`config.mk`:
```
export PLATFORM = sky130hd
export DESIGN_NAME = dm_arb
export DESIGN_NICKNAME = d
export VERILOG_FILES = /design/src/rtl/dm_arb.sv
export SDC_FILE = /design/constraint.sdc
export NUM_CORES = 1
export LEC_CHECK = 0
export CORE_AREA = 2 2 75 77
export DETAILED_ROUTE_END_ITERATION = 10
export DIE_AREA = 0 0 77 79
export PLACE_DENSITY = 0.69
export SYNTH_ARGS = -nofsm -noshare
export SYNTH_HDL_FRONTEND = slang
export SYNTH_SLANG_ARGS = --single-unit
export TNS_END_PERCENT = 100
```
`constraint.sdc`:
```
create_clock -name clk -period 5.3 [get_ports clk]
set_clock_uncertainty 0.15 [all_clocks]
set_input_delay 1.06 -clock clk [delete_from_list [all_inputs] [get_ports clk]]
set_output_delay 1.06 -clock clk [all_outputs]
set_load 0.02 [all_outputs]
```
`src/rtl/dm_arb.sv`:
```
// dm_arb: round-robin arbiter with a bounded lock that puts two requesters onto the single-ported data memory.
// Grants and memory drive are combinational. Completion acks and read data are registered.
`default_nettype none

module dm_arb #(
    parameter int AW      = 8,
    parameter int DW      = 8,
    parameter int LockMax = 16
) (
    input  logic          clk,
    input  logic          Reset,
    input  logic          Req0,
    input  logic          We0,
    input  logic          Lock0,
    input  logic [AW-1:0] Adr0,
    input  logic [DW-1:0] Wdat0,
    output logic          Gnt0,
    output logic          Ack0,
    output logic [DW-1:0] Rdat0,
    input  logic          Req1,
    input  logic          We1,
    input  logic          Lock1,
    input  logic [AW-1:0] Adr1,
    input  logic [DW-1:0] Wdat1,
    output logic          Gnt1,
    output logic          Ack1,
    output logic [DW-1:0] Rdat1,
    output logic [AW-1:0] MemAdr,
    output logic          ReadEn,
    output logic          WriteEn,
    output logic [DW-1:0] DatIn,
    input  logic [DW-1:0] DatOut
);

    typedef enum logic [1:0] {
        ST_NONE = 2'd0,
        ST_OWN0 = 2'd1,
        ST_OWN1 = 2'd2
    } own_t;

    localparam logic [7:0] c_lock_max = 8'(LockMax);

    own_t          r_owner;
    logic          r_ptr;
    logic [7:0]    r_lock_cnt;
    logic          r_ack0;
    logic          r_ack1;
    logic [DW-1:0] r_rdat0;
    logic [DW-1:0] r_rdat1;

    logic          w_gnt0;
    logic          w_gnt1;
    logic          w_gnt_any;
    logic          w_we;
    logic          w_lock;
    logic [AW-1:0] w_adr;
    logic [DW-1:0] w_wdat;
    logic [7:0]    w_cnt_next;
    logic          w_cnt_hit;

    always_comb begin
        w_gnt0 = 1'b0;
        w_gnt1 = 1'b0;
        if (!Reset) begin
            case (r_owner)
                ST_OWN0: w_gnt0 = Req0;
                ST_OWN1: w_gnt1 = Req1;
                default: begin
                    if (Req0 && Req1) begin
                        w_gnt0 = ~r_ptr;
                        w_gnt1 = r_ptr;
                    end else begin
                        w_gnt0 = Req0;
                        w_gnt1 = Req1;
                    end
                end
            endcase
        end
    end

    assign w_gnt_any = w_gnt0 | w_gnt1;
    assign w_we      = w_gnt1 ? We1   : We0;
    assign w_lock    = w_gnt1 ? Lock1 : Lock0;
    assign w_adr     = w_gnt1 ? Adr1  : Adr0;
    assign w_wdat    = w_gnt1 ? Wdat1 : Wdat0;

    // The counter idles at 0 when unowned, so +1 is the count including the current grant.
    // The lock breaks on the grant that brings this count up to LockMax.
    assign w_cnt_next = r_lock_cnt + 8'd1;
    assign w_cnt_hit  = (w_cnt_next >= c_lock_max);

    assign Gnt0    = w_gnt0;
    assign Gnt1    = w_gnt1;
    assign MemAdr  = w_gnt_any ? w_adr  : '0;
    assign DatIn   = w_gnt_any ? w_wdat : '0;
    assign WriteEn = w_gnt_any &  w_we;
    assign ReadEn  = w_gnt_any & ~w_we;

    // While Reset is high, any in-flight completion is hidden at once.
    assign Ack0  = r_ack0 & ~Reset;
    assign Ack1  = r_ack1 & ~Reset;
    assign Rdat0 = Reset ? '0 : r_rdat0;
    assign Rdat1 = Reset ? '0 : r_rdat1;

    always_ff @(posedge clk) begin
        if (Reset) begin
            r_owner    <= ST_NONE;
            r_ptr      <= 1'b0;
            r_lock_cnt <= 8'd0;
            r_ack0     <= 1'b0;
            r_ack1     <= 1'b0;
            r_rdat0    <= '0;
            r_rdat1    <= '0;
        end else begin
            r_ack0 <= w_gnt0;
            r_ack1 <= w_gnt1;
            if (w_gnt0 && !We0) begin
                r_rdat0 <= DatOut;
            end
            if (w_gnt1 && !We1) begin
                r_rdat1 <= DatOut;
            end
            case (r_owner)
                ST_NONE: begin
                    if (w_gnt_any) begin
                        if (w_lock && !w_cnt_hit) begin
                            r_owner    <= w_gnt1 ? ST_OWN1 : ST_OWN0;
                            r_lock_cnt <= w_cnt_next;
                        end else begin
                            r_ptr <= ~w_gnt1;
                        end
                    end
                end
                ST_OWN0: begin
                    if (!Lock0 || (w_gnt0 && w_cnt_hit)) begin
                        r_owner    <= ST_NONE;
                        r_lock_cnt <= 8'd0;
                        r_ptr      <= 1'b1;
                    end else if (w_gnt0) begin
                        r_lock_cnt <= w_cnt_next;
                    end
                end
                ST_OWN1: begin
                    if (!Lock1 || (w_gnt1 && w_cnt_hit)) begin
                        r_owner    <= ST_NONE;
                        r_lock_cnt <= 8'd0;
                        r_ptr      <= 1'b0;
                    end else if (w_gnt1) begin
                        r_lock_cnt <= w_cnt_next;
                    end
                end
                default: begin
                    r_owner    <= ST_NONE;
                    r_lock_cnt <= 8'd0;
                end
            endcase
        end
    end

endmodule

`default_nettype wire

```
-- Yosys cells after proc, flatten, opt, wreduce, memory -nomap -nowiden
Cells that the tools add are included.
W data, S select, Z words.
- input port bits: 48
- output and inout port bits: 38
- register bits after elaboration: 29
- word-level logic and storage cells: 77
- equality and inequality tests: 9
- add/sub/neg operators: 1
- bitwise operators: 9
- $lt $le $gt $ge: 1
- muxes and demuxes: 32
- reduce and logical (&&, ||, !) cells: 18
- operators with widths (cell ; count):
    $mux W8 ; 12
    $pmux W8 S3 ; 1
    $mux W1 ; 10
    $mux W2 ; 5
    $ne A2 B2 Y1 const B ; 5
    $add A8 B1 Y8 const B ; 1
    $ge A8 B5 Y1 const B ; 1
    $reduce_and A4 Y1 ; 2
    $logic_and A1 B1 Y1 ; 6
    $ne A3 B3 Y1 const B ; 2
    $pmux W2 S3 ; 1
    $logic_not A1 Y1 ; 5
    $reduce_and A5 Y1 ; 1
    $and A1 B1 Y1 ; 4
    $not A1 Y1 ; 4
    $pmux W1 S2 ; 2
    $pmux W1 S3 ; 1
    $reduce_bool A3 Y1 ; 1
    $eq A2 B1 Y1 const B ; 1
    $eq A2 B2 Y1 const B ; 1
    $logic_not A2 Y1 ; 1
    $logic_or A1 B1 Y1 ; 2
    $or A1 B1 Y1 ; 1

-- Depth between registers and ports, before layout
Gate-level depths: netlist (run 1).
- depth in word-level cells: 9
- gate-level depth with buffers: 9
- mapped depth without buffers: 9

-- Worst setup path before layout (run 1)
OpenSTA, ideal clock, no wires.
- kind: input port to output port
- from: input Req0
- to: output DatIn[0]
- stages on the path: 6
- arrival time: 2.444 ns
- buffers on the path: 2
- setup slack: 1.646 ns
- cell sequence: or3b_1 -> nand3_2 -> inv_1 -> buf_2 -> buf_1 -> a22o_1
- cells in the longest elaborated chain, start to end: 6
- ends and longest elaborated chain (item ; RTL line ; RTL):
    from (decl) ; 12 ; input logic Req0,
    $logic_and A1 B1 Y1 * ; 69 ; if (Req0 && Req1) begin
    $mux W1 * ; 69 ;
    $pmux W1 S2 * ; 65 ; case (r_owner)
    $mux W1 * ; 64 ; if (!Reset) begin
    net Gnt1 ; 25 ; output logic Gnt1,
    $mux W8 or $or A1 B1 Y1 (tied branches) ; 85, 81 ;
    $mux W8 * ; 95 ; assign DatIn = w_gnt_any ? w_wdat : '0;
    to (decl) ; 31 ; output logic [DW-1:0] DatIn,
Mark *: on every way through the listed nets, which the timed path passes. The rest lies on a longest branch.

-- Worst setup path in the final report (run 1)
- from: input Req0
- to: output MemAdr[5]
- cells in the longest elaborated chain, start to end: 6
- ends and longest elaborated chain (item ; RTL line ; RTL):
    $logic_and A1 B1 Y1 ; 69 ;
    $mux W1 ; 69 ;
    $pmux W1 S2 ; 65 ;
    $mux W1 ; 64 ;
    $mux W8 or $or A1 B1 Y1 (tied branches) ; 84, 81 ;
    $mux W8 * ; 94 ; assign MemAdr = w_gnt_any ? w_adr : '0;
    to (decl) ; 28 ; output logic [AW-1:0] MemAdr,
Every way passes the cells marked *; elsewhere a longest branch is shown, timed or not.

==> metrics, run 1 <==
outcome completed; period utilization 0.889; register area share after synthesis 0.322; switching pwr 0.000347 W; Final Net Count between 300 and 400; layout cells sized above 1 0.146; Antenna Nets Post-Route 0; clock buffer count from CTS 5; GR Util met2 0.260; initial core utilization 0.338; #FFs+latches synth 29; largest net degree at the start of global routing 28; Mapped Nets 254; hold path start r_rdat1[4]$_SDFFE_PP0P_; H-tree depth 2; Die Area slightly above 6000 um2; CP endpoint kind output pin; critical path cell sequence clkdlybuf4s50_1 -> or3b_1 -> nand3_2 -> inv_1 -> nor2_2 -> a22o_1 -> clkdlybuf4s50_1; initial antenna violation count 0; XOR/XNOR Fraction of Synth Area 0; synth cell count leaders dfxtp_1 (29), nor2b_1 (21), a22o_1 (17); maximum VDD drop 0.248 mV; setup TNS 0 ns; clock latency on the worst-skew pair 0.29 ns; clock sink total 29; Syn Std Cell Area between 1500 and 2000 um2; CP Depth 7; EDFF count, synth 0; Rel. slew slack 0.541; worst setup path start Req0; DRT Wirelength roughly 4900 um; Synth Area in Adders 0.0485; met3 Use GR 0.0330; Final Core Density 0.535; clk buf depth 2; Seq pwr share 0.273; Clock Root Buffer clkbuf_8; DIE HEIGHT 79 um; # IOs 86; Synth async-reset ratio 0; PD cells approximately 340 nW/um2; DP HPWL 3770 um; crit path max fanout 17; synth top area cells dfxtp_1 (32%), a22o_1 (8.3%), nor2b_1 (7.3%), mux2_2 (5.6%), ha_1 (4.9%); worst hold margin around 0.32 ns; Inserted Diodes 0; Critical Path AT 3.50 ns; Area Overhead vs Synth 58.4%; combinational family with the most area after synthesis compound AO/OA/AOI/OAI gates; CTS tree yes; Reg-to-Reg Start r_owner[1]$_SDFFE_PP0P_; Final Slew Violations 0; most frequent CP cell clkdlybuf4s50_1; met1 Track Usage GR 0.194; Compound-Gate Fraction of Synth Area 0.257; fill count 524; vias in the first global route approximately 1600; Comb pwr share 0.485; vias per cell between 4 and 5; mux contribution to synthesized area 0.0756; first-pass GRT wire length around 7500 um; post-detailed-route DRC marker count 0; Finish-stage setup viols 0; Setup CP Type in -> out; Final Hold Viols 0; Die Wd 77 um; Final GP Congestion 0.783; post-synthesis simple-gate area fraction 0.255; syn avg cell area just over 9 um2; core outline area between 5000 and 6000 um2; worst endpoint required time 4.09 ns; Clock Pin Slew Worst Setup and Hold Paths about 0.070 ns; Leak ~1.1 nW; synth warn 0; Port Buffers between 80 and 90; Int Power just over 0.0006 W; hold path cells 2; max_cap viols 0; GRT Residual Overflow 0; Vias 1772; worst-margin pin slew 0.687 ns; GRT Util Overall 0.153; top_reg_cell synth dfxtp_1; delay-heaviest family, CP buffers and inverters; startpoint types input port; CTS Hold Bufs 0; CTS resizes 0; DR pass1 iterations 4; Reg2Reg Depth 9; fmax 212 MHz; Top Usage Layer GRT met2; most frequent cell after synthesis dfxtp_1; Post-CTS Setup Bufs 0; CP max stage delay a little over 0.6 ns; Final Critical Period between 4 and 5 ns; power share of the clock group 0.242; Synth top area share 0.322; worst min path class reg -> reg; Switching Fraction 0.360; initial drt markers just under 100; Row Count 27; unique cell type count in the Yosys netlist 47; RSZ-0062 raised after global routing no; Critical-path top delay cell clkdlybuf4s50_1; Wirelength per Cell about 14 um; Syn Inst Count ~200; crit path buf inv count 3; area leader, netlist dfxtp_1
==> worst register-to-register path: cells and delay by family (launching register included) <==
kind,cells,cell delay [ns]
multiplexers,1,0.31
flip-flops,1,0.41
AND/OR/NAND/NOR,3,0.50
buffers and inverters,2,0.30
adder cells (fa/ha/maj),1,0.39
AO/OA/AOI/OAI,2,0.47
==> power by group through the flow <==
| stage | Sequential (W) | Clock [W] | Combinational [W] |
|---|---|---|---|
| floorplan | 0.000264 | 0 | 0.000301 |
| CTS | 0.000264 | 0.000238 | 0.000470 |
| global route | 0.000268 | 0.000250 | 0.000499 |
| detailed placement | 0.000269 | 0 | 0.000468 |
| global placement | 0.000269 | 0 | 0.000465 |
| finish | 0.000263 | 0.000234 | 0.000468 |
==> area by class of cell <==
cell class	count	area (um2)	share of cell area
clock buffer	5	68.8	0.0241
clock inverter	3	46.3	0.0162
inverter	12	45.0	0.0158
multi-input combinational	150	1150	0.401
sequential	29	581	0.203
tap	72	90.1	0.0315
timing repair buffer	89	881	0.308
==> state kept, by name, summed over array words and instances, names as in the netlist <==
signal      flops
r_ack0          1
r_ack1          1
r_lock_cnt      8
r_owner         2
r_ptr           1
r_rdat0         8
r_rdat1         8
==> per-stage QoR <==
| step | cells | total power, W | instance area (um2) | worst slack [ns] |
|---|---|---|---|---|
| 2_1_floorplan | 199 | 0.000565 | 1800 | 1.65 |
| 3_3_place_gp | 352 | 0.000734 | 2740 | 0.582 |
| 3_5_place_dp | 352 | 0.000737 | 2740 | 0.563 |
| 4_1_cts | 360 | 0.000971 | 2860 | 0.568 |
| 5_1_grt | 360 | 0.00102 | 2860 | 0.464 |
| 6_report | 360 | 0.000965 | 2860 | 0.588 |
==> path summary, 6_finish.rpt <==
kind | to | slack, ns
worst max-delay path | MemAdr[5] | 0.59
worst min-delay path | r_rdat1[4]$_SDFFE_PP0P_ | 0.32
worst max register to register | r_ptr$_SDFFE_PP0P_ | 2.64
worst min register to register | r_rdat1[4]$_SDFFE_PP0P_ | 0.32
==> metal layers <==
metal	wire length [um]	part of all wire
met2	2390	0.48
met1	2330	0.47
met5	0	0
met4	42	0.0085
met3	165	0.033
==> kinds of logic after synthesis <==
kind of cell               Yosys count
and+or+nand+nor                     72
AOI/OAI and AO/OA                   59
DFF                                 29
buffers and inverters               20
muxes                               12
adders and majority gates            7
==> cells in the final DEF, fill, tap and decap left out, types with 2 or more instances in the layout <==
cell,count
nand3_1,3
inv_1,12
nand4_1,2
clkdlybuf4s50_1,85
ha_1,7
dfxtp_1,29
and2_2,4
nand2_1,15
nor2_2,2
a31oi_1,3
and2_1,2
a311oi_1,3
nor3_2,2
o21ai_1,3
o41ai_1,2
a22o_1,17
buf_4,4
a31o_2,2
nor2b_1,21
nand2b_1,4
mux2i_1,2
mux2_2,9
or3_4,2
nor4_1,3
clkbuf_8,5
o21ai_0,8
a21oi_1,11
nor3_1,4
Note: power is estimated with default switching activity, not from simulation.
==> run 2: changes to the inputs <==
CORE_AREA = 2 2 68 70   (was 2 2 75 77)
DIE_AREA = 0 0 70 72   (was 0 0 77 79)
PLACE_DENSITY = 0.82   (was 0.69)
==> run 2 against run 1 <==
Effect of this change:
- register-to-register slack got worse by 0.02 ns
- first-iteration DRC count down 17%
- core utilization up 13 points
- critical path depth is the same
- maximum frequency is 0.83% lower
- combinational power about the same
- sequential power barely moved
- cell area decreased by 1.1%
- largest cell class unchanged
- largest power group unchanged
==> metrics, run 2 (same netlist as run 1, synthesis figures left out) <==
Seq pwr share 0.274 (was 0.273); Final Hold Viols 0 (unchanged); first-pass GRT wire length 8160 um (was 7540 um); CTS tree yes (unchanged); Critical Path AT 3.54 ns (was 3.50 ns); Top Usage Layer GRT met2 (unchanged); met3 Use GR 0.0403 (was 0.0330); initial drt markers 81 (was 98); PD cells 342 nW/um2 (was 338 nW/um2); Antenna Nets Post-Route 0 (unchanged); worst endpoint required time 4.09 ns (about the same); largest net degree at the start of global routing 31 (was 28); post-detailed-route DRC marker count 0 (unchanged); CP max stage delay 0.61 ns (about the same); Switching Fraction 0.348 (was 0.360); DR pass1 iterations 4 (unchanged); fmax 210 MHz (was 212 MHz); Area Overhead vs Synth 56.7% (was 58.4%); # IOs 86 (unchanged); worst-margin pin slew 0.685 ns (was 0.687 ns); Final Net Count 341 (was 342); RSZ-0062 raised after global routing no (unchanged); clock sink total 29 (unchanged); Post-CTS Setup Bufs 0 (unchanged); clock latency on the worst-skew pair 0.28 ns (was 0.29 ns); Clock Pin Slew Worst Setup and Hold Paths 0.06 ns (was 0.07 ns); clk buf depth 2 (unchanged); Final Slew Violations 0 (unchanged); vias in the first global route 1720 (was 1616); maximum VDD drop 0.185 mV (was 0.248 mV); worst min path class reg -> reg (unchanged); DIE HEIGHT 72 um (was 79 um); DP HPWL 3820 um (was 3770 um); Final GP Congestion 0.782 (was 0.783); startpoint types input port (unchanged); critical path cell sequence clkdlybuf4s50_1 -> or3b_1 -> nand3_2 -> inv_1 -> nor2_2 -> a22o_1 -> clkdlybuf4s50_1 (unchanged); CP endpoint kind output pin (unchanged); DRT Wirelength 5070 um (was 4930 um); initial core utilization 0.423 (was 0.338); Rel. slew slack 0.543 (was 0.541); Pwr Total 0.000965 W (about the same); layout cells sized above 1 0.139 (was 0.146); Die Wd 70 um (was 77 um); Vias 1793 (was 1772); Wirelength per Cell 15.0 um (was 13.7 um); Leak 1.08 nW (about the same); power share of the clock group 0.243 (was 0.242); Port Buffers 85 (unchanged); period utilization 0.897 (was 0.889); Final Critical Period 4.75 ns (was 4.71 ns); area of the multi-input gates 1150 um2 (unchanged); outcome completed (unchanged); CTS resizes 0 (unchanged); GR Util met2 0.333 (was 0.260); crit path max fanout 17 (unchanged); max_cap viols 0 (unchanged); Finish-stage setup viols 0 (unchanged); delay-heaviest family, CP buffers and inverters (unchanged); CP Depth 7 (unchanged); initial antenna violation count 0 (unchanged); Die Area 5040 um2 (was 6080 um2); clock buffer count from CTS 5 (unchanged); core outline area 4260 um2 (was 5340 um2); Critical-path top delay cell clkdlybuf4s50_1 (unchanged); Top Registers r_lock_cnt: 8 flops, r_rdat0: 8 flops, r_rdat1: 8 flops (unchanged); switching pwr 0.000336 W (was 0.000347 W); H-tree depth 2 (unchanged); GRT Residual Overflow 0 (unchanged); Finished Cell Area 2830 um2 (was 2860 um2); Comb pwr share 0.483 (was 0.485); hold path cells 2 (unchanged); FF+latch area 581 um2 (unchanged); setup TNS 0 ns (unchanged); Setup CP Type in -> out (unchanged); vias per cell 5.29 (was 4.92); met1 Track Usage GR 0.256 (was 0.194); most frequent CP cell clkdlybuf4s50_1 (unchanged); crit path buf inv count 3 (unchanged); Inserted Diodes 0 (unchanged); dpl cell area 2710 um2 (was 2740 um2); Int Power 0.000630 W (was 0.000618 W); fill count 385 (was 524); CTS Hold Bufs 0 (unchanged); highest-count cells in the layout ignoring fill and taps clkdlybuf4s50_1 (85), dfxtp_1 (29), nor2b_1 (21) (unchanged); Reg2Reg Depth 9 (unchanged); Clock Root Buffer clkbuf_8 (unchanged); Row Count 24 (was 27); GRT Util Overall 0.198 (was 0.153); most common cell after layout, fill and taps aside clkdlybuf4s50_1 (unchanged)
[run 2: worst register-to-register path, stage by stage, from the launching register on]
cell and delay [ns]:
dfxtp_1 0.42, inv_1 0.10, ha_1 0.38, or3b_1 0.18, nand3_2 0.09, buf_4 0.21, o41ai_1 0.37, a21oi_1 0.12
nor3_2 0.24, mux2_4 0.31
[run 2: path summary, 6_finish.rpt]
kind | startpoint | end | slack [ns]
setup / recovery | Req0 | MemAdr[4] | 0.55
hold / removal | r_rdat1[0]$_SDFFE_PP0P_ | r_rdat1[0]$_SDFFE_PP0P_ | 0.32
setup reg to reg | r_owner[1]$_SDFFE_PP0P_ | r_ptr$_SDFFE_PP0P_ | 2.62
hold reg to reg | r_rdat1[0]$_SDFFE_PP0P_ | r_rdat1[0]$_SDFFE_PP0P_ | 0.32
[run 2: layer usage]
layer	vias up	part of all wire	wire [um]
li1	908	-	-
met1	840	0.44	2210
met2	36	0.51	2600
met3	9	0.039	196
met4	0	0.013	65
met5	-	0	0
[run 2: layout make-up]
type                    instances  share of cell area
multi-input cells             150               0.405
repair buffers                 88               0.309
flip-flops and latches         29               0.205
clock buffers                   7              0.0305
well taps                      52              0.0230
inverters                      12              0.0159
clock inverters                 1              0.0106
[run 2: stage by stage]
step	util	hold WS [ns]	setup WS, ns	instances
4_1_cts	0.663	0.322	0.531	339
3_5_place_dp	0.636	0.313	0.542	331
5_1_grt	0.663	0.356	0.449	339
3_3_place_gp	0.636	0.309	0.625	331
2_1_floorplan	-	0.299	1.65	199
6_report	0.663	0.325	0.548	339
[run 2: power groups by stage]
stage / logic [W] / clock network, W / registers [W]
after global routing: 0.000505 / 0.000246 / 0.000269
final: 0.000466 / 0.000235 / 0.000264
after detailed placement: 0.000464 / 0 / 0.000269
after global placement: 0.000457 / 0 / 0.000268
after CTS: 0.000468 / 0.000238 / 0.000264
after floorplan: 0.000301 / 0 / 0.000264
